`src/rtl/simd_pkg.sv`:
```
// Shared types and helpers for the SIMD lane sequencer and the bit-serial lane array.
package simd_pkg;

   localparam int unsigned WIDTH_DEF   = 32;
   localparam int unsigned LANES_DEF   = 4;
   localparam int unsigned TIMEOUT_DEF = 16;
   localparam int unsigned OP_W        = 2;

   typedef enum logic [OP_W-1:0] {
      OP_ADD = 2'd0,
      OP_SUB = 2'd1,
      OP_MUL = 2'd2,
      OP_DIV = 2'd3
   } op_t;

   typedef enum logic [2:0] {
      ST_IDLE = 3'd0,
      ST_LOAD = 3'd1,
      ST_STEP = 3'd2,
      ST_WAIT = 3'd3,
      ST_RESP = 3'd4
   } seq_state_t;

   // LSB position of a lane slice inside a packed multi-lane bus
   function automatic int unsigned lane_lsb(input int unsigned lane, input int unsigned width);
      return lane * width;
   endfunction

endpackage

```
`src/rtl/simd_done_tracker.sv`:
```
// Sticky per-lane done mask and WAIT watchdog for one micro-step of the sequencer.
module simd_done_tracker
   import simd_pkg::*;
#(
   parameter int unsigned LANES       = LANES_DEF,
   parameter int unsigned TIMEOUT_CYC = TIMEOUT_DEF
) (
   input  logic             clk,
   input  logic             rst_n,
   input  logic             clear,
   input  logic             active,
   input  logic [LANES-1:0] lane_mask,
   input  logic [LANES-1:0] done_bit,
   output logic [LANES-1:0] done_mask_c,
   output logic             all_done_c,
   output logic             timed_out_c
);

   localparam int unsigned CNT_W = $clog2(TIMEOUT_CYC + 1);

   logic [LANES-1:0] done_q, done_d;
   logic [CNT_W-1:0] cnt_q, cnt_d;
   logic             cnt_last_c;

   // Include this cycle's done pulses so a lane answering in its first WAIT cycle costs no extra cycle
   always_comb begin
      done_mask_c = done_q | (active ? (done_bit & lane_mask) : '0);
      all_done_c  = active && (&(done_mask_c | ~lane_mask));
      cnt_last_c  = (cnt_q == CNT_W'(TIMEOUT_CYC - 1));
      timed_out_c = active && !all_done_c && cnt_last_c;
   end

   always_comb begin
      done_d = done_q;
      cnt_d  = cnt_q;
      if (clear) begin
         done_d = '0;
         cnt_d  = '0;
      end else if (active) begin
         done_d = done_mask_c;
         if (!cnt_last_c) begin
            cnt_d = cnt_q + CNT_W'(1);
         end
      end
   end

   always_ff @(posedge clk or negedge rst_n) begin
      if (!rst_n) begin
         done_q <= '0;
         cnt_q  <= '0;
      end else begin
         done_q <= done_d;
         cnt_q  <= cnt_d;
      end
   end

endmodule

```
`src/rtl/simd_lane_sequencer.sv`:
```
// Initiator-side controller: loads a vector command into the bit-serial lanes,
// steps them through WIDTH micro-steps and returns the packed lane results.
module simd_lane_sequencer
   import simd_pkg::*;
#(
   parameter int unsigned WIDTH       = WIDTH_DEF,
   parameter int unsigned LANES       = LANES_DEF,
   parameter int unsigned TIMEOUT_CYC = TIMEOUT_DEF
) (
   input  logic                       clk,
   input  logic                       rst_n,
   input  logic                       cmd_valid,
   output logic                       cmd_ready,
   input  logic [OP_W-1:0]            cmd_op,
   input  logic [LANES-1:0]           cmd_lane_mask,
   input  logic [LANES*WIDTH-1:0]     cmd_a,
   input  logic [LANES*WIDTH-1:0]     cmd_b,
   output logic                       lane_start_op,
   output logic                       lane_start_bit,
   output logic [$clog2(WIDTH)-1:0]   lane_bit_idx,
   output logic [OP_W-1:0]            lane_op,
   output logic [LANES*WIDTH-1:0]     lane_a,
   output logic [LANES*WIDTH-1:0]     lane_b,
   input  logic [LANES-1:0]           lane_done_bit,
   input  logic [LANES*WIDTH-1:0]     lane_result,
   input  logic [LANES-1:0]           lane_div_by_zero,
   output logic                       rsp_valid,
   input  logic                       rsp_ready,
   output logic [LANES*WIDTH-1:0]     rsp_result,
   output logic [LANES-1:0]           rsp_dbz,
   output logic                       rsp_timeout,
   output logic [LANES-1:0]           rsp_lanes_done
);

   localparam int unsigned IDX_W  = $clog2(WIDTH);
   localparam int unsigned DATA_W = LANES * WIDTH;

   seq_state_t        state_q, state_d;
   op_t               op_q, op_d;
   logic [LANES-1:0]  mask_q, mask_d;
   logic [DATA_W-1:0] a_q, a_d, b_q, b_d;
   logic [IDX_W-1:0]  idx_q, idx_d;
   logic [DATA_W-1:0] res_q, res_d;
   logic [LANES-1:0]  dbz_q, dbz_d, ldone_q, ldone_d;
   logic              tmo_q, tmo_d;
   logic              rdy_q, rdy_d;
   logic              sop_q, sop_d;
   logic              sbit_q, sbit_d;
   logic              rvld_q, rvld_d;

   logic              trk_clear_c, trk_active_c, all_done_c, timed_out_c;
   logic [LANES-1:0]  done_mask_c;
   logic [DATA_W-1:0] cap_res_c;
   logic [LANES-1:0]  cap_dbz_c;

   assign trk_clear_c  = (state_q == ST_STEP);
   assign trk_active_c = (state_q == ST_WAIT);

   simd_done_tracker #(
      .LANES       (LANES),
      .TIMEOUT_CYC (TIMEOUT_CYC)
   ) u_done_tracker (
      .clk         (clk),
      .rst_n       (rst_n),
      .clear       (trk_clear_c),
      .active      (trk_active_c),
      .lane_mask   (mask_q),
      .done_bit    (lane_done_bit),
      .done_mask_c (done_mask_c),
      .all_done_c  (all_done_c),
      .timed_out_c (timed_out_c)
   );

   // Masked-off lanes read zero; dbz is only meaningful for DIV
   always_comb begin
      cap_res_c = '0;
      for (int unsigned i = 0; i < LANES; i++) begin
         if (mask_q[i]) begin
            cap_res_c[lane_lsb(i, WIDTH) +: WIDTH] = lane_result[lane_lsb(i, WIDTH) +: WIDTH];
         end
      end
      cap_dbz_c = (op_q == OP_DIV) ? (lane_div_by_zero & mask_q) : '0;
   end

   always_comb begin
      state_d = state_q;
      op_d    = op_q;
      mask_d  = mask_q;
      a_d     = a_q;
      b_d     = b_q;
      idx_d   = idx_q;
      res_d   = res_q;
      dbz_d   = dbz_q;
      tmo_d   = tmo_q;
      ldone_d = ldone_q;

      case (state_q)
         ST_IDLE: begin
            if (cmd_valid && cmd_ready) begin
               op_d    = op_t'(cmd_op);
               mask_d  = cmd_lane_mask;
               a_d     = cmd_a;
               b_d     = cmd_b;
               idx_d   = '0;
               state_d = ST_LOAD;
            end
         end
         ST_LOAD: state_d = ST_STEP;
         ST_STEP: state_d = ST_WAIT;
         ST_WAIT: begin
            if (all_done_c && (idx_q != IDX_W'(WIDTH - 1))) begin
               idx_d   = idx_q + IDX_W'(1);
               state_d = ST_STEP;
            end else if (all_done_c || timed_out_c) begin
               res_d   = cap_res_c;
               dbz_d   = cap_dbz_c;
               tmo_d   = timed_out_c;
               ldone_d = done_mask_c;
               state_d = ST_RESP;
            end
         end
         ST_RESP: begin
            if (rsp_ready) begin
               state_d = ST_IDLE;
            end
         end
         default: state_d = ST_IDLE;
      endcase

      // Strobes are registered off the next state so they line up with the state they belong to
      rdy_d  = (state_d == ST_IDLE);
      sop_d  = (state_d == ST_LOAD);
      sbit_d = (state_d == ST_STEP);
      rvld_d = (state_d == ST_RESP);
   end

   always_ff @(posedge clk or negedge rst_n) begin
      if (!rst_n) begin
         state_q <= ST_IDLE;
         op_q    <= OP_ADD;
         mask_q  <= '0;
         a_q     <= '0;
         b_q     <= '0;
         idx_q   <= '0;
         res_q   <= '0;
         dbz_q   <= '0;
         tmo_q   <= 1'b0;
         ldone_q <= '0;
         rdy_q   <= 1'b1;
         sop_q   <= 1'b0;
         sbit_q  <= 1'b0;
         rvld_q  <= 1'b0;
      end else begin
         state_q <= state_d;
         op_q    <= op_d;
         mask_q  <= mask_d;
         a_q     <= a_d;
         b_q     <= b_d;
         idx_q   <= idx_d;
         res_q   <= res_d;
         dbz_q   <= dbz_d;
         tmo_q   <= tmo_d;
         ldone_q <= ldone_d;
         rdy_q   <= rdy_d;
         sop_q   <= sop_d;
         sbit_q  <= sbit_d;
         rvld_q  <= rvld_d;
      end
   end

   // The ready flop wakes up set so IDLE can accept right after release; gate it while in reset
   assign cmd_ready      = rdy_q & rst_n;
   assign lane_start_op  = sop_q;
   assign lane_start_bit = sbit_q;
   assign lane_bit_idx   = idx_q;
   assign lane_op        = op_q;
   assign lane_a         = a_q;
   assign lane_b         = b_q;
   assign rsp_valid      = rvld_q;
   assign rsp_result     = res_q;
   assign rsp_dbz        = dbz_q;
   assign rsp_timeout    = tmo_q;
   assign rsp_lanes_done = ldone_q;

endmodule
```
`config.mk`:
```
export PLATFORM = sky130hd
export DESIGN_NAME = simd_lane_sequencer
export DESIGN_NICKNAME = d
export VERILOG_FILES = /design/src/rtl/simd_pkg.sv /design/src/rtl/simd_done_tracker.sv /design/src/rtl/simd_lane_sequencer.sv
export SDC_FILE = /design/constraint.sdc
export NUM_CORES = 1
export LEC_CHECK = 0
export CORE_AREA = 5 5 314 316
export CTS_CLUSTER_SIZE = 14
export DETAILED_ROUTE_END_ITERATION = 12
export DIE_AREA = 0 0 319 321
export GPL_ROUTABILITY_DRIVEN = 0
export HOLD_SLACK_MARGIN = 0.1
export SLEW_MARGIN = 20
export SYNTH_ARGS = -nofsm -noshare
export SYNTH_HDL_FRONTEND = slang
export SYNTH_HIERARCHICAL = 1
export SYNTH_SLANG_ARGS = --single-unit
```
`constraint.sdc`:
```
create_clock -name clk -period 2.9 [get_ports clk]
set_input_delay 0.435 -clock clk [delete_from_list [all_inputs] [get_ports clk]]
set_output_delay 0.435 -clock clk [all_outputs]
set_load 0.005 [all_outputs]
```
Yosys cells after proc, flatten, opt, wreduce, memory -nomap -nowiden
Index checks and enable logic that the tools add are counted.
{ "totals": {"inputBits": 402, "output_inout_bits": 404, "regBits": 420, "wordCells": 73} }
{ "op_classes": {"add_sub_neg": 2, "n_bitwise": 7, "n_eq_ne": 13, "mux": 19, "reduce_logical": 16} }
{ "ops": {"columns": ["op", "n"], "rows": [
  ["32-bit two-way mux", 4],
  ["5-bit two-way mux", 5],
  ["4-bit two-way mux", 4],
  ["3-bit one-hot mux with 5 select lines", 1],
  ["3-bit two-way mux", 4],
  ["5-bit by 1-bit adder with 5-bit output, second input constant", 2],
  ["5-bit one-hot mux with 2 select lines", 1],
  ["3-bit by 2-bit == test with 1-bit output, second input constant", 3],
  ["4-bit AND", 2],
  ["4-bit bitwise OR", 2],
  ["3-bit by 1-bit == test with 1-bit output, second input constant", 2],
  ["3-bit == test, second input constant", 2],
  ["3-bit logical NOT", 2],
  ["2-bit != test, second input constant", 3],
  ["3-bit AND reduction", 2],
  ["5-bit by 4-bit == test with 1-bit output, second input constant", 1],
  ["1-bit logical AND", 5],
  ["5-bit != test, second input constant", 1],
  ["4-bit inverter", 1],
  ["2-bit AND reduction", 2],
  ["4-bit AND reduction", 1],
  ["2-bit nonzero test", 2],
  ["2-bit == test, second input constant", 1],
  ["1-bit AND", 1],
  ["other kinds (3)", 3]
]} }

Depth between registers and ports, before layout
Gate-level depths: netlist of run 1.
{ "logic_depth": {"ltp_word": 14, "depth_mapped": 13} }

By module
Netlist of run 1, hierarchy kept.
{ "modules_own_cells": {"columns": ["mod", "instances", "area_each_um2", "cells_per_inst", "seq_area_each_um2"], "rows": [
  ["simd_lane_sequencer", 1, 16838.6, 1187, 10286.1],
  ["simd_done_tracker", 1, 488.0, 52, 225.2]
]} }

Least setup slack after synthesis of run 1
Ideal clock, no wire load.
{ "synth_path": {"path_type": "reg-to-reg", "startpoint": "register state_q[2]", "endpoint": "register ldone_q[0] (netlist: rsp_lanes_done[0])", "path_stages_with_launch": 12, "required_ns": 2.775, "path_slack_ns": 0.312, "arrival_time_ns": 2.462, "synth_period_minus_slack_ns": 2.588, "cell_sequence": "dfrtp_1 nand3b_1 inv_2 buf_2 nand2_1 a32oi_1 and3_1 mux2_2 nand2_4 buf_6 buf_6 mux2_4"} }
{ "synth_between": {"elab_chain_cells": 11, "word_cells_on_any_way": 13} }
{ "synth_lines": {"columns": ["element", "line", "text"], "rows": [
  ["start, declared", "simd_lane_sequencer.sv:38", "seq_state_t state_q, state_d;"],
  ["start signal, assigned", "simd_lane_sequencer.sv:154", "state_q <= state_d;"],
  ["3-bit by 2-bit == test with 1-bit output (*)", "simd_lane_sequencer.sv:57", "assign trk_active_c = (state_q == ST_WAIT);"],
  ["via trk_active_c", "simd_lane_sequencer.sv:51", "logic trk_clear_c, trk_active_c, all_done_c, timed_out_c;"],
  ["4-bit two-way mux", "simd_done_tracker.sv:27", "done_mask_c = done_q | (active ? (done_bit & lane_mask) : '0);"],
  ["4-bit bitwise OR", "simd_done_tracker.sv:27", null],
  ["4-bit bitwise OR", "simd_done_tracker.sv:28", "all_done_c = active && (&(done_mask_c | ~lane_mask));"],
  ["4-bit AND reduction", "simd_done_tracker.sv:28", null],
  ["1-bit logical AND (*)", "simd_done_tracker.sv:28", null],
  ["via all_done_c", "simd_lane_sequencer.sv:51", null],
  ["1-bit logical NOT", "simd_done_tracker.sv:30", "timed_out_c = active && !all_done_c && cnt_last_c;"],
  ["1-bit logical AND (2 in series)", "simd_done_tracker.sv:30", null],
  ["1-bit logical OR", "simd_lane_sequencer.sv:114", "end else if (all_done_c || timed_out_c) begin"],
  ["3-bit AND reduction (no source line) (*)", null, null],
  ["end signal, assigned", "simd_lane_sequencer.sv:163", "ldone_q <= ldone_d;"],
  ["end, declared", "simd_lane_sequencer.sv:44", "logic [LANES-1:0] dbz_q, dbz_d, ldone_q, ldone_d;"]
]} }
Mark *: on every way through the listed nets, which the timed path passes. The rest lies on a longest branch.
A chain may end at the register's enable or synchronous reset.

Worst setup path in the final report of run 1
{ "layout_path": {"startpoint": "register state_q[2]", "endpoint": "register res_q[94] (netlist: rsp_result[94])"} }
{ "layout_between": {"elab_chain_cells": 11, "word_cells_on_any_way": 13} }
{ "layout_lines": {"columns": ["element", "line", "text"], "rows": [
  ["3-bit by 2-bit == test with 1-bit output (*)", "simd_lane_sequencer.sv:57", null],
  ["via trk_active_c", "simd_lane_sequencer.sv:51", null],
  ["4-bit two-way mux", "simd_done_tracker.sv:27", null],
  ["4-bit bitwise OR", "simd_done_tracker.sv:27", null],
  ["4-bit bitwise OR", "simd_done_tracker.sv:28", null],
  ["4-bit AND reduction", "simd_done_tracker.sv:28", null],
  ["1-bit logical AND (*)", "simd_done_tracker.sv:28", null],
  ["via all_done_c", "simd_lane_sequencer.sv:51", null],
  ["1-bit logical NOT", "simd_done_tracker.sv:30", null],
  ["1-bit logical AND (2 in series)", "simd_done_tracker.sv:30", null],
  ["1-bit logical OR", "simd_lane_sequencer.sv:114", null],
  ["3-bit AND reduction (no source line) (*)", null, null],
  ["end signal, assigned", "simd_lane_sequencer.sv:160", "res_q <= res_d;"],
  ["end, declared", "simd_lane_sequencer.sv:43", "logic [DATA_W-1:0] res_q, res_d;"]
]} }
Marks and branches as above.

==> flow_summary.ini, run 1 <==
[worst_setup_path]
crit_arrival_ns = 3.23
path_common_cell = nand2_1
r2r-end = rsp_result[94]
r2r_slack_ns = 0.19
crit_fanout = 49
r2r_start = state_q[2]
cp_slowest_cell = dfrtp_1
critPathCaptureType = register
slowest_delay_ns = 0.45
required_ns = 3.42
setup.worst_path.start_class = register
cp_cell_sequence = nand3b_1 -> inv_2 -> nand2_1 -> a32oi_1 -> and3_1 -> mux2_2 -> nand2_8 -> buf_12 -> nand2_1 -> o21ai_1
rr_worst_depth = 10
crit_type = reg -> reg

[clock_tree]
cts_tree = yes
hold_buffers = 1
numCtsBuffers = 51
cts.htree.levels = 2
insertion_delay_ns = 0.60
clock_path_buffers = 3
cts-root-buf = clkbuf_16
cts_setup_buffers = 0
cts_sinks = 420
ctsResizeCount = 0
clk_pin_slew_ns = 0.06

[synthesis]
yosysSeqAreaShare_pct = 60.67
synth-edff-count = 0
syn_inst = 1239
synth_compound_area_share_pct = 4.528
synthAdderAreaFrac_pct = 0.2889
synth_cell_types = 37
dominantRegCellSynth = dfrtp_1
synth_top_family_by_area = multiplexers
synth_area_leaders = dfrtp_1, mux2_4, nand2_1, o21ai_1, mux2_2
netlist.area_leader.share_pct = 60.51
synth-simple-area-share_pct = 7.207
synth_fp_nets = 1645
synth_common_cells = dfrtp_1, nand2_1, mux2_4
synth_area_leader_cell = dfrtp_1
yosysMostFrequentCell = dfrtp_1
async_flop_share_pct = 100.0
postSynthAreaPerCell_um2 = 13.98
synthesis.area_um2 = 17330
synthMuxAreaShare_pct = 22.45
yosysWarnings = 6
synth-xor-area-share_pct = 0.1516
ys_seq_elements = 420

[timing]
worst_pin_slew_ns = 0.8205
hold_viol_final = 0
finClkSkew_ns = 0.01305
post-route-period-util_pct = 93.48
rsz0062_at_grt = no
hold_ws_ns = 0.3762
relSlewSlack_pct = 45.30
fin_crit_ns = 2.711
drv_slew = 0
setup_viol = 0
setup_tns_ns = 0
max_freq_ghz = 0.3689

[final_layout]
fill_cells = 9776
drive_gt1_share_pct = 18.77
synthToLayoutAreaGrowth_pct = 64.10
nNetsFinal = 2463
fin_util_pct = 29.71
final_cell_area_um2 = 28430

[min_path]
hold_end = rsp_result[52]
hold_class = in -> reg
whs_path_depth = 3
hp-start = lane_result[52]

[floorplanning]
core_area_um2 = 95710
initial_core_util_pct = 18.10
fp.dieH_um = 321
dieArea_um2 = 102400
io_pins = 806
die_x_um = 319
num_rows = 114

[detailed_routing]
routed_via_density = 3.703
routed_wl_mm = 63.30
vias = 12520
wl_per_cell_um = 18.73
drc = 0
ant_nets = 0
drtIter0Drc = 571
dr.pass1.iters = 6

[place]
io_buffers = 805
place_hpwl_mm = 48.62
placedInstanceArea_um2 = 26640

[global_route]
gr-total-overflow = 0
grt_max_degree = 124
grt_antenna_before_repair = 15
grt_use_total_pct = 11.69
grt_pass1_vias = 13300
grt_pass1_wl_mm = 91.09

[power]
irDropWorstVdd_uv = 389.4
power.density_nw_per_um2 = 587.6
p_leak_nw = 11.93
p_total_mw = 16.71

[outcome]
status = finished, final reports clean

[run]
drv_cap = 0
through the flow:
stage | setup WS, ns | cells
after floorplan | 0.3124 | 1239
after global placement | 0.2101 | 3279
after detailed placement | 0.1323 | 3279
after CTS | 0.1919 | 3375
after global routing | 0.03052 | 3376
final | 0.1891 | 3380
placed cells by master, fill, tap and decap left out, drive strengths merged, types with 4 or more instances in the layout:
| cell | count |
|---|---|
| dfrtp | 419 |
| a22o | 4 |
| diode | 5 |
| clkinv | 7 |
| nand3 | 5 |
| inv | 8 |
| clkdlybuf4s50 | 803 |
| a21oi | 5 |
| mux2 | 269 |
| buf | 38 |
| nand4 | 5 |
| nand2 | 269 |
| nor2b | 6 |
| clkbuf | 77 |
| nor2 | 11 |
| ha | 4 |
| o21ai | 133 |
| bufinv | 6 |
report_power, final:
group          leakage (nW)  switching [mW]  internal (mW)
clock network         0.860            2.61           4.10
logic                  5.50            1.11           2.07
registers              5.57           0.371           6.44
sequential cells by signal, summed over array words and instances (netlist names):
signal / cells
lane_a: 128
lane_b: 128
rsp_result: 128
lane_bit_idx: 5
u_done_tracker/cnt_q: 5
mask_q: 4
rsp_dbz: 4
rsp_lanes_done: 4
u_done_tracker/done_q: 4
state_q: 3
lane_op: 2
lane_start_bit: 1
lane_start_op: 1
rdy_q: 1
rsp_timeout: 1
rsp_valid: 1
layer usage:
metal  vias to the layer above  GRT usage (%)  share of wire [%]
li1                       5838              -                  -
met1                      6058          13.56                 40
met2                       503          19.63                 48
met3                       100          5.034                9.5
met4                        18          3.702                3.1
met5                         -              0               0.17
final cells by class:
| type | count | area, um^2 | area share, % |
|---|---|---|---|
| Inverter | 5 | 18.77 | 0.06601 |
| Multi-Input combinational cell | 737 | 6008 | 21.13 |
| Timing Repair Buffer | 842 | 8516 | 29.95 |
| Sequential cell | 420 | 10510 | 36.97 |
| Antenna cell | 5 | 12.51 | 0.04400 |
| Clock inverter | 18 | 275.3 | 0.9681 |
| Clock buffer | 77 | 1495 | 5.259 |
| Tap cell | 1276 | 1597 | 5.615 |
critical path: cells and delay by family, from the launching register on:
kind | cells | cell delay (ns)
AND/OR/NAND/NOR | 5 | 0.93
multiplexers | 1 | 0.43
flip-flops | 1 | 0.45
buffers and inverters | 2 | 0.44
AO/OA/AOI/OAI | 2 | 0.34
logic make-up (layout without fill, tap and decap cells):
family | count (synthesis) | after routing
mux | 271 | 271
simple gates | 310 | 310
compound gates | 149 | 149
flops | 420 | 420
other cells | 0 | 5
xor+xnor | 3 | 3
buf+inv | 82 | 942
fa+ha+maj | 4 | 4
how the worst max path moves through the flow:
stage	startpoint	endpoint	slack, ns	cells after the start
6_report	state_q[2]	rsp_result[94]	0.19	10
5_1_grt	state_q[2]	rsp_result[54]	0.03	10
4_1_cts	state_q[2]	rsp_result[1]	0.19	9
3_5_place_dp	lane_done_bit[0]	rsp_result[1]	0.13	8
3_3_place_gp	lane_done_bit[0]	rsp_result[0]	0.21	8
2_1_floorplan	state_q[2]	rsp_lanes_done[0]	0.31	11
Note: power is estimated with default switching activity, not from simulation.
==> inputs of run 2 (changes only) <==
CTS_CLUSTER_DIAMETER = 40   (was not set)
REMOVE_ABC_BUFFERS = 1   (was not set)
==> run 2 against run 1 <==
Critical path depth fell by 1. Die area did not move. Wire length rose by 12%. Clock power rose by 47%. Sequential power barely moved. Design area rose by 4.3%. First-iteration DRC count fell by 6.7%. Maximum frequency rose by 3.3%. Global-route usage rose by 1.6 points. Setup slack improved by 0.087 ns. Non-clock buffer count rose by 14. Largest power group is now clock. Highest routed layer unchanged.
==> flow_summary.ini, run 2 (synthesis results as in run 1) <==
[final_layout]
nNetsFinal = 2512
synthToLayoutAreaGrowth_pct = 71.24
layoutNonFillerInstCount = 3454
fin_util_pct = 31.00
drive_gt1_share_pct = 21.53
ff_latch_area_um2 = 10510
fill_cells = 9641
final_common_cell = clkdlybuf4s50_1
final_cell_area_um2 = 29670
layout_common_cells = clkdlybuf4s50_1, dfrtp_1, nand2_1
multi_input_area_um2 = 6008

[clock_tree]
clock_path_buffers = 3
insertion_delay_ns = 0.63
cts_setup_buffers = 0
numCtsBuffers = 86
cts.htree.levels = 3
clk_pin_slew_ns = 0.05
cts_sinks = 420
cts-root-buf = clkbuf_16
cts_tree = yes

[power]
irDropWorstVdd_uv = 414.9
p_leak_nw = 12.55
power.density_nw_per_um2 = 670.3

[worst_setup_path]
setup.worst_path.start_class = register
crit_fanout = 46
critPathCaptureType = register
crit_arrival_ns = 3.12
required_ns = 3.39
r2r_slack_ns = 0.28
crit_type = reg -> reg

[floorplanning]
num_rows = 114
die_x_um = 319
dieArea_um2 = 102400
fp.dieH_um = 321
initial_core_util_pct = 18.10
core_area_um2 = 95710
io_pins = 806

[outcome]
status = finished, final reports clean

[timing]
drv_slew = 0
relSlewSlack_pct = 46.82
setup_ws_ns = 0.2763
setup_viol = 0
post-route-period-util_pct = 90.47
fin_crit_ns = 2.624
max_freq_ghz = 0.3811
rsz0062_at_grt = no
worst_pin_slew_ns = 0.7977
hold_viol_final = 0
setup_tns_ns = 0
finClkSkew_ns = 0.02128

[detailed_routing]
routed_via_density = 3.700
vias = 12780
dr.pass1.iters = 4
routed_wl_mm = 70.81
wl_per_cell_um = 20.50
drtIter0Drc = 533
drc = 0
ant_nets = 0

[place]
placedInstanceArea_um2 = 26740
place_hpwl_mm = 55.21
dpl_worst_slack_ns = 0.2262
io_buffers = 805
placed_cells = 3293

[min_path]
hold_class = in -> reg

[global_route]
grt_pass1_vias = 13840
grt_max_degree = 137
grt_pass1_wl_mm = 100.3
grt_use_total_pct = 13.25
gr-total-overflow = 0
grt_antenna_before_repair = 7

[run]
drv_cap = 0
[run 2: cell types whose count changed in the layout (fill, tap and decap cells not counted), moves of 2 or more]
cell | before | now
buf_4 | 23 | 37
bufinv_16 | 6 | 8
clkbuf_16 | 52 | 87
clkinv_2 | 4 | 17
clkinv_4 | 2 | 5
clkinv_8 | 1 | 3
clkinvlp_4 | 2 | 7
inv_6 | 3 | 1
[run 2: critical path: stages (launching register included)]
cell and delay (ns):
dfrtp_1 0.44, nand3b_1 0.26, inv_2 0.17, nand2_1 0.07, a32oi_1 0.25, and3_1 0.22, mux2_2 0.42, nand2_8 0.25
buf_12 0.24, o21ai_0 0.12
[run 2: metal layers]
layer	share of wire, %	track usage [%]
met1	39	14.99
met4	4.1	5.825
met2	48	22.03
met5	0.059	0
met3	9.5	5.537
[run 2: layout make-up]
type / instances / share of cell area (%)
Sequential cell: 420 / 35.43
Timing Repair Buffer: 856 / 29.02
Multi-Input combinational cell: 737 / 20.25
Clock buffer: 113 / 8.038
Tap cell: 1276 / 5.381
Clock inverter: 43 / 1.784
Inverter: 5 / 0.06326
Antenna cell: 4 / 0.03374
[run 2: through the flow]
step	hold slack (ns)	total power [mW]
floorplan	0.1394	7.895
finish	0.3490	19.89
global placement	0.4617	10.17
CTS	0.2681	20.33
global route	0.3125	20.81
detailed placement	0.4687	10.19
[run 2: where the power goes]
group / internal, mW / switching (mW)
logic: 2.06 / 1.17
clock network: 6.50 / 3.35
registers: 6.45 / 0.360
[run 2: what timing repair did]
item | 4_1_cts | 5_1_grt
gates resized for setup | 0 | 0
hold endpoints to repair | 150 | 0
hold buffers | 1 | 0
[run 2: worst paths after layout]
kind / depth (start not counted) / end / from
hold reg to reg: 2 / rsp_result[4] / rsp_result[4]
min in group asynchronous: 3 / lane_b[23] / rst_n
setup / recovery: 9 / rsp_result[2] / state_q[2]
hold / removal: 3 / rsp_result[116] / lane_result[116]
setup reg to reg: 9 / rsp_result[2] / state_q[2]
max in group asynchronous: 4 / lane_a[63] / rst_n
